## src/rtl/player_anim_ctrl.sv

```systemverilog
// Per-player sprite sequencer: movement/hit/respawn events -> frame index, facing, visibility.
// Latency: outputs are registered; an input acted on at a tick shows the cycle after that tick.
// Backpressure: none; enable_i=0 freezes all state and counters, event pulses stay latched.
//
// Ports:
//   clk, resetN          pixel clock, asynchronous active-low reset
//   startOfFrame_i       one-cycle pulse per VGA frame (tick = startOfFrame_i & enable_i)
//   enable_i             0 = pause
//   moveReq_i[3:0]       {up,down,left,right} held requests
//   hitByBlast_i         one-cycle hit pulse (latched until the next tick)
//   respawn_i            one-cycle respawn pulse (latched until the next tick)
//   frameSel_o[3:0]      0 idle, 1..WALK_FRAMES walk, 8.. death
//   dirCode_o[1:0]       0 down, 1 up, 2 side
//   mirrorX_o            1 = facing left
//   visible_o            rectangle gate, blinks while invulnerable
//   isDead_o             high while dying or dead
//   invulnerable_o       high while the post-respawn counter is running
//   deathDone_o          one-cycle pulse when the dead hold has elapsed
module player_anim_ctrl #(
  parameter int FRAMES_PER_STEP = 6,
  parameter int WALK_FRAMES     = 4,
  parameter int DEATH_FRAMES    = 4,
  parameter int DEATH_HOLD      = 60,
  parameter int INVULN_FRAMES   = 120,
  parameter int BLINK_PERIOD    = 8
) (
  input  logic       clk,
  input  logic       resetN,
  input  logic       startOfFrame_i,
  input  logic       enable_i,
  input  logic [3:0] moveReq_i,
  input  logic       hitByBlast_i,
  input  logic       respawn_i,
  output logic [3:0] frameSel_o,
  output logic [1:0] dirCode_o,
  output logic       mirrorX_o,
  output logic       visible_o,
  output logic       isDead_o,
  output logic       invulnerable_o,
  output logic       deathDone_o
);

  localparam int STEP_W = (FRAMES_PER_STEP > 1) ? $clog2(FRAMES_PER_STEP) : 1;
  localparam int HOLD_W = (DEATH_HOLD > 1) ? $clog2(DEATH_HOLD) : 1;
  // +1 so the counter can hold the full load value itself
  localparam int INV_W  = (INVULN_FRAMES > 0) ? $clog2(INVULN_FRAMES + 1) : 1;
  localparam int BLNK_W = (BLINK_PERIOD > 1) ? $clog2(BLINK_PERIOD) : 1;

  localparam logic [STEP_W-1:0] STEP_LAST   = STEP_W'(FRAMES_PER_STEP - 1);
  localparam logic [HOLD_W-1:0] HOLD_LAST   = HOLD_W'(DEATH_HOLD - 1);
  localparam logic [INV_W-1:0]  INV_INIT    = INV_W'(INVULN_FRAMES);
  localparam logic [INV_W-1:0]  INV_ONE     = INV_W'(1);
  localparam logic [BLNK_W-1:0] BLINK_LAST  = BLNK_W'(BLINK_PERIOD - 1);
  localparam logic [3:0]        WALK_LAST   = 4'(WALK_FRAMES);
  localparam logic [3:0]        DEATH_FIRST = 4'd8;
  localparam logic [3:0]        DEATH_LAST  = 4'(8 + DEATH_FRAMES - 1);

  typedef enum logic [1:0] {S_IDLE, S_WALK, S_DYING, S_DEAD} state_t;

  state_t              state_q, state_d;
  logic [3:0]          frame_q, frame_d;
  logic [1:0]          dir_q, dir_d;
  logic                mirror_q, mirror_d;
  logic                vis_q, vis_d;
  logic [STEP_W-1:0]   step_q, step_d;
  logic [HOLD_W-1:0]   hold_q, hold_d;
  logic [INV_W-1:0]    invuln_q, invuln_d;
  logic [BLNK_W-1:0]   blink_q, blink_d;
  logic                done_seen_q, done_seen_d;  // deathDone already fired for this death
  logic                hit_pend_q, hit_pend_d;
  logic                resp_pend_q, resp_pend_d;
  logic                done_q, done_d;

  logic tick;
  logic hit_evt;
  logic resp_evt;

  assign tick     = startOfFrame_i & enable_i;
  // a pulse landing on the tick cycle itself is seen at that tick
  assign hit_evt  = hit_pend_q | hitByBlast_i;
  assign resp_evt = resp_pend_q | respawn_i;

  // state register
  always_ff @(posedge clk or negedge resetN) begin
    if (!resetN) begin
      state_q     <= S_IDLE;
      frame_q     <= 4'd0;
      dir_q       <= 2'd0;
      mirror_q    <= 1'b0;
      vis_q       <= 1'b1;
      step_q      <= '0;
      hold_q      <= '0;
      invuln_q    <= '0;
      blink_q     <= '0;
      done_seen_q <= 1'b0;
      hit_pend_q  <= 1'b0;
      resp_pend_q <= 1'b0;
      done_q      <= 1'b0;
    end else begin
      state_q     <= state_d;
      frame_q     <= frame_d;
      dir_q       <= dir_d;
      mirror_q    <= mirror_d;
      vis_q       <= vis_d;
      step_q      <= step_d;
      hold_q      <= hold_d;
      invuln_q    <= invuln_d;
      blink_q     <= blink_d;
      done_seen_q <= done_seen_d;
      hit_pend_q  <= hit_pend_d;
      resp_pend_q <= resp_pend_d;
      done_q      <= done_d;
    end
  end

  // next-state logic
  always_comb begin
    state_d     = state_q;
    frame_d     = frame_q;
    dir_d       = dir_q;
    mirror_d    = mirror_q;
    vis_d       = vis_q;
    step_d      = step_q;
    hold_d      = hold_q;
    invuln_d    = invuln_q;
    blink_d     = blink_q;
    done_seen_d = done_seen_q;
    done_d      = 1'b0;
    hit_pend_d  = hit_evt;
    resp_pend_d = resp_evt;

    if (tick) begin
      // pending events are consumed (or discarded) at every tick
      hit_pend_d  = 1'b0;
      resp_pend_d = 1'b0;

      if (invuln_q != '0) begin
        invuln_d = invuln_q - 1'b1;
        if (invuln_q == INV_ONE) begin
          vis_d   = 1'b1;
          blink_d = '0;
        end else if (blink_q == BLINK_LAST) begin
          blink_d = '0;
          vis_d   = ~vis_q;
        end else begin
          blink_d = blink_q + 1'b1;
        end
      end

      // facing: up > down > left > right, held when no request
      if ((state_q == S_IDLE || state_q == S_WALK) && moveReq_i != 4'b0000) begin
        if (moveReq_i[3]) begin
          dir_d = 2'd1; mirror_d = 1'b0;
        end else if (moveReq_i[2]) begin
          dir_d = 2'd0; mirror_d = 1'b0;
        end else if (moveReq_i[1]) begin
          dir_d = 2'd2; mirror_d = 1'b1;
        end else begin
          dir_d = 2'd2; mirror_d = 1'b0;
        end
      end

      case (state_q)
        S_IDLE: begin
          if (hit_evt && invuln_q == '0) begin
            state_d = S_DYING; frame_d = DEATH_FIRST; step_d = '0;
          end else if (moveReq_i != 4'b0000) begin
            state_d = S_WALK; frame_d = 4'd1; step_d = '0;
          end
        end
        S_WALK: begin
          if (hit_evt && invuln_q == '0) begin
            state_d = S_DYING; frame_d = DEATH_FIRST; step_d = '0;
          end else if (moveReq_i == 4'b0000) begin
            state_d = S_IDLE; frame_d = 4'd0; step_d = '0;
          end else if (step_q == STEP_LAST) begin
            step_d  = '0;
            frame_d = (frame_q == WALK_LAST) ? 4'd1 : frame_q + 4'd1;
          end else begin
            step_d = step_q + 1'b1;
          end
        end
        S_DYING: begin
          if (step_q == STEP_LAST) begin
            step_d = '0;
            if (frame_q == DEATH_LAST) begin
              state_d     = S_DEAD;
              hold_d      = '0;
              done_seen_d = 1'b0;
            end else begin
              frame_d = frame_q + 4'd1;
            end
          end else begin
            step_d = step_q + 1'b1;
          end
        end
        S_DEAD: begin
          if (resp_evt && done_seen_q) begin
            state_d     = S_IDLE;
            frame_d     = 4'd0;
            dir_d       = 2'd0;
            mirror_d    = 1'b0;
            step_d      = '0;
            hold_d      = '0;
            done_seen_d = 1'b0;
            invuln_d    = INV_INIT;
            blink_d     = '0;
            // first blink half-period is the hidden one
            vis_d       = (INVULN_FRAMES == 0);
          end else if (!done_seen_q) begin
            if (hold_q == HOLD_LAST) begin
              done_d      = 1'b1;
              done_seen_d = 1'b1;
            end else begin
              hold_d = hold_q + 1'b1;
            end
          end
        end
        default: state_d = S_IDLE;
      endcase
    end
  end

  // outputs
  always_comb begin
    frameSel_o     = frame_q;
    dirCode_o      = dir_q;
    mirrorX_o      = mirror_q;
    visible_o      = vis_q;
    isDead_o       = (state_q == S_DYING) || (state_q == S_DEAD);
    invulnerable_o = (invuln_q != '0);
    deathDone_o    = done_q;
  end

endmodule

```

## config.mk

```make
export PLATFORM = sky130hd
export DESIGN_NAME = player_anim_ctrl
export DESIGN_NICKNAME = d
export VERILOG_FILES = /design/src/rtl/player_anim_ctrl.sv
export SDC_FILE = /design/constraint.sdc
export NUM_CORES = 1
export LEC_CHECK = 0
export BUFFER_PORTS_ARGS = -buffer_cell sky130_fd_sc_hd__buf_2
export CAP_MARGIN = 20
export CORE_ASPECT_RATIO = 1.75
export CORE_UTILIZATION = 43
export CTS_CLUSTER_DIAMETER = 30
export CTS_CLUSTER_SIZE = 20
export DETAILED_ROUTE_END_ITERATION = 8
export PLACE_DENSITY = 0.6
export SLEW_MARGIN = 0
export SYNTH_ARGS = -nofsm -noshare
export SYNTH_HDL_FRONTEND = slang
export SYNTH_SLANG_ARGS = --single-unit
```

## constraint.sdc

```tcl
create_clock -name clk -period 5.8 [get_ports clk]
set_clock_uncertainty 0.1 [all_clocks]
set_input_delay 0.58 -clock clk [delete_from_list [all_inputs] [get_ports clk]]
set_output_delay 0.58 -clock clk [all_outputs]
set_load 0.005 [all_outputs]
```

==> results_dict.tcl <==
set metrics [dict create \
    status "finished clean" \
    ir_drop_mv 0.2331 \
    syn_nets 231 \
    first_global_vias 1574 \
    relSlewSlack 0.4871 \
    holdBufCountCts 0 \
    synth_enable_flop_cells 0 \
    drc 0 \
    initialDrtViolationCount 18 \
    crit_required_ns 5.87 \
    areaGrowthSynthToFinish_pct 13.66 \
    syn_area_um2 1942 \
    cts_resized 0 \
    core_area_um2 4364 \
    power_density_nw_per_um2 367.3 \
    r2r_start "invuln_q[0]$_DFFE_PN0P_" \
    yosys.area_share.simple 0.2429 \
    clock_latency_ns 0.29 \
    cts_root_buf "clkbuf_8" \
    layout-drive-gt1-share 0.1803 \
    yosysSeqAreaShare 0.4259 \
    finalHoldViolations 0 \
    tritoncts_num_sinks 33 \
    rows 32 \
    cts_inserted_buffers 5 \
    ys.flop_type "dfrtp_1" \
    dieArea_um2 4800 \
    synth_compound_area_frac 0.1862 \
    die_h_um 90.90 \
    finish.utilization 0.5057 \
    rsz0062_at_grt "no" \
    path_clk_slew_ns 0.07 \
    grt.overflow.total 0 \
    antenna_left 0 \
    first_pass_iters 4 \
    reg2reg_to "frameSel_o[3]$_DFFE_PN0P_" \
    initial_core_util 0.4450 \
    wirelength_mm 4.117 \
    io_buffers 20 \
    tightest_slew_ns 0.7660 \
    synth_mux_area_frac 0.02771 \
    cp.arrival_ns 2.84 \
    fin_cells 284 \
    num_vias 1576 \
    synth_seq_cells 33 \
    setup-violations-final 0 \
    grt_usage 0.1963 \
    p_leak_nw 1.041 \
    dp_cells 276 \
    finalCriticalPeriod_ns 2.761 \
    ios 21 \
    crit_path_end "frameSel_o[3]$_DFFE_PN0P_" \
    grt_max_degree 34 \
    rrSetupSlack_ns 3.04 \
    maxCapViolations 0 \
    r2r.worst_path.cells 7 \
    hold_class "input pin to asynchronous set/reset pin" \
    synth_xor_area_frac 0.009021 \
    holdWs_ns 0.2439 \
    yosysWarningCount 0 \
    place_congestion 0.7490 \
    synthAdderAreaFrac 0.07732 \
    cp_max_fo 8 \
    post_drt_wl_per_cell_um 14.50 \
    start_kind "flop" \
    post-cts-setup-buffers 0 \
    final_cell_mix "dfrtp_1, nor2_1, buf_2" \
    die-width_um 52.80 \
    period_share 0.4761 \
    crit_start "invuln_q[0]$_DFFE_PN0P_" \
    fin_tns_setup_ns 0 \
    drv_slew 0 \
    worst_setup_path_end_kind "flop" \
    htreeDepth 2 \
    final_nets 254 \
    grt_pass1_wl_mm 6.948 \
    avgViaCountPerCell 5.549 \
    synthArstFlopShare 1.000 \
    cts_tree "done" \
    num-fill-cells 449 \
    cts_buffer_depth 2 \
    synth_top_family_by_area "simple AND/OR/NAND/NOR gates" \
    antenna_found_initial 0 \
    place_hpwl_mm 3.111 \
    synth_cells 209 \
    final_common_cell "dfrtp_1" \
    yosysUniqueCellTypes 51 \
    fmax_mhz 362.1 \
    critPathKind "flop to flop" \
    syn_area_per_cell_um2 9.291 \
    antenna_cells 0 \
]
## routing by layer
metal | wire, µm | GRT usage | up-vias
li1 | - | - | 799
met1 | 1708 | 0.2077 | 747
met2 | 2260 | 0.3544 | 21
met3 | 70 | 0.03535 | 9
met4 | 78 | 0.08772 | 0
met5 | 0 | 0 | -
## worst max-delay path, cell delays in order (launching register included)
cell     delay (ns)
dfrtp_1        0.44
inv_1          0.08
ha_1           0.18
or3b_4         0.41
or3_4          0.41
a311o_4        0.43
nor2_2         0.23
mux2_2         0.36
## registers in the layout (all words and copies together), names as in the netlist
signal / count
hold_q: 6
step_q: 3
deathDone_o: 1
done_seen_q: 1
frameSel_o: 4
state_q: 2
blink_q: 3
mirrorX_o: 1
hit_pend_q: 1
resp_pend_q: 1
invuln_q: 7
dirCode_o: 2
visible_o: 1
## kinds of logic after synthesis
group                      count (synthesis)
AOI/OAI and AO/OA                         52
xor gates and xnor gates                   2
adders and majority gates                 12
buffers and inverters                     16
DFF                                       33
muxes                                      5
and+or+nand+nor                           89
## where the power goes
part | internal, W | switching [W] | leakage [nW]
Clock | 0.000140 | 0.0000881 | 0.0585
Sequential | 0.000286 | 0.0000612 | 0.416
Combinational | 0.000116 | 0.000120 | 0.566
## layout make-up
| type | instances | area (µm²) | area share |
|---|---|---|---|
| multi-input combinational | 160 | 1055 | 0.4779 |
| sequential | 33 | 827.0 | 0.3747 |
| timing repair buffer | 20 | 100.1 | 0.04535 |
| clock buffer | 7 | 86.33 | 0.03912 |
| tap | 51 | 63.81 | 0.02891 |
| inverter | 12 | 45.04 | 0.02041 |
| clock inverter | 1 | 30.03 | 0.01361 |
## cells in the mapped netlist (all sizes together), types with 2 or more instances
library cell   n  area (µm²)
and3b          2       17.52
nor4           4       25.02
or2            2       12.51
nand2         18       67.56
or3b           2       20.02
and3           2       12.51
a211oi         2       15.01
nand3          8       40.04
nand2b         2       12.51
ha            12       150.1
clkbuf         4       15.01
mux2i          2       20.02
and2           3       18.77
nand4          3       18.77
or3            7       53.80
nor3b          3       27.52
a32o           3       30.03
inv           12       45.04
nor2b          2       12.51
a311o          2       30.03
a21oi         11       55.05
a31oi          2       12.51
nor3           5       25.02
dfrtp         32       800.8
mux2           3       33.78
o21ai         15       75.07
a21o           3       22.52
a22o           2       17.52
nor2          24       92.59
## metrics by stage
stage               area, µm²  total power, W  worst slack (ns)
floorplan                1942       0.0005145             3.209
global placement         2091       0.0005872             3.102
detailed placement       2091       0.0005884             3.054
CTS                      2207       0.0008193             3.027
global route             2207       0.0008658             2.913
finish                   2207       0.0008107             3.039
## how the worst min path moves through the flow
stage / slack (ns) / endpoint / cells after the start / start
floorplan: 0.18 / blink_q[0]$_DFFE_PN0P_ / 0 / resetN
global placement: 0.38 / hit_pend_q$_DFF_PN0_ / 2 / hit_pend_q$_DFF_PN0_
detailed placement: 0.39 / hit_pend_q$_DFF_PN0_ / 2 / hit_pend_q$_DFF_PN0_
CTS: 0.28 / hold_q[4]$_DFFE_PN0P_ / 1 / resetN
global route: 0.32 / hold_q[4]$_DFFE_PN0P_ / 1 / resetN
finish: 0.24 / hold_q[4]$_DFFE_PN0P_ / 1 / resetN
Note: power is estimated with default switching activity, not from simulation.
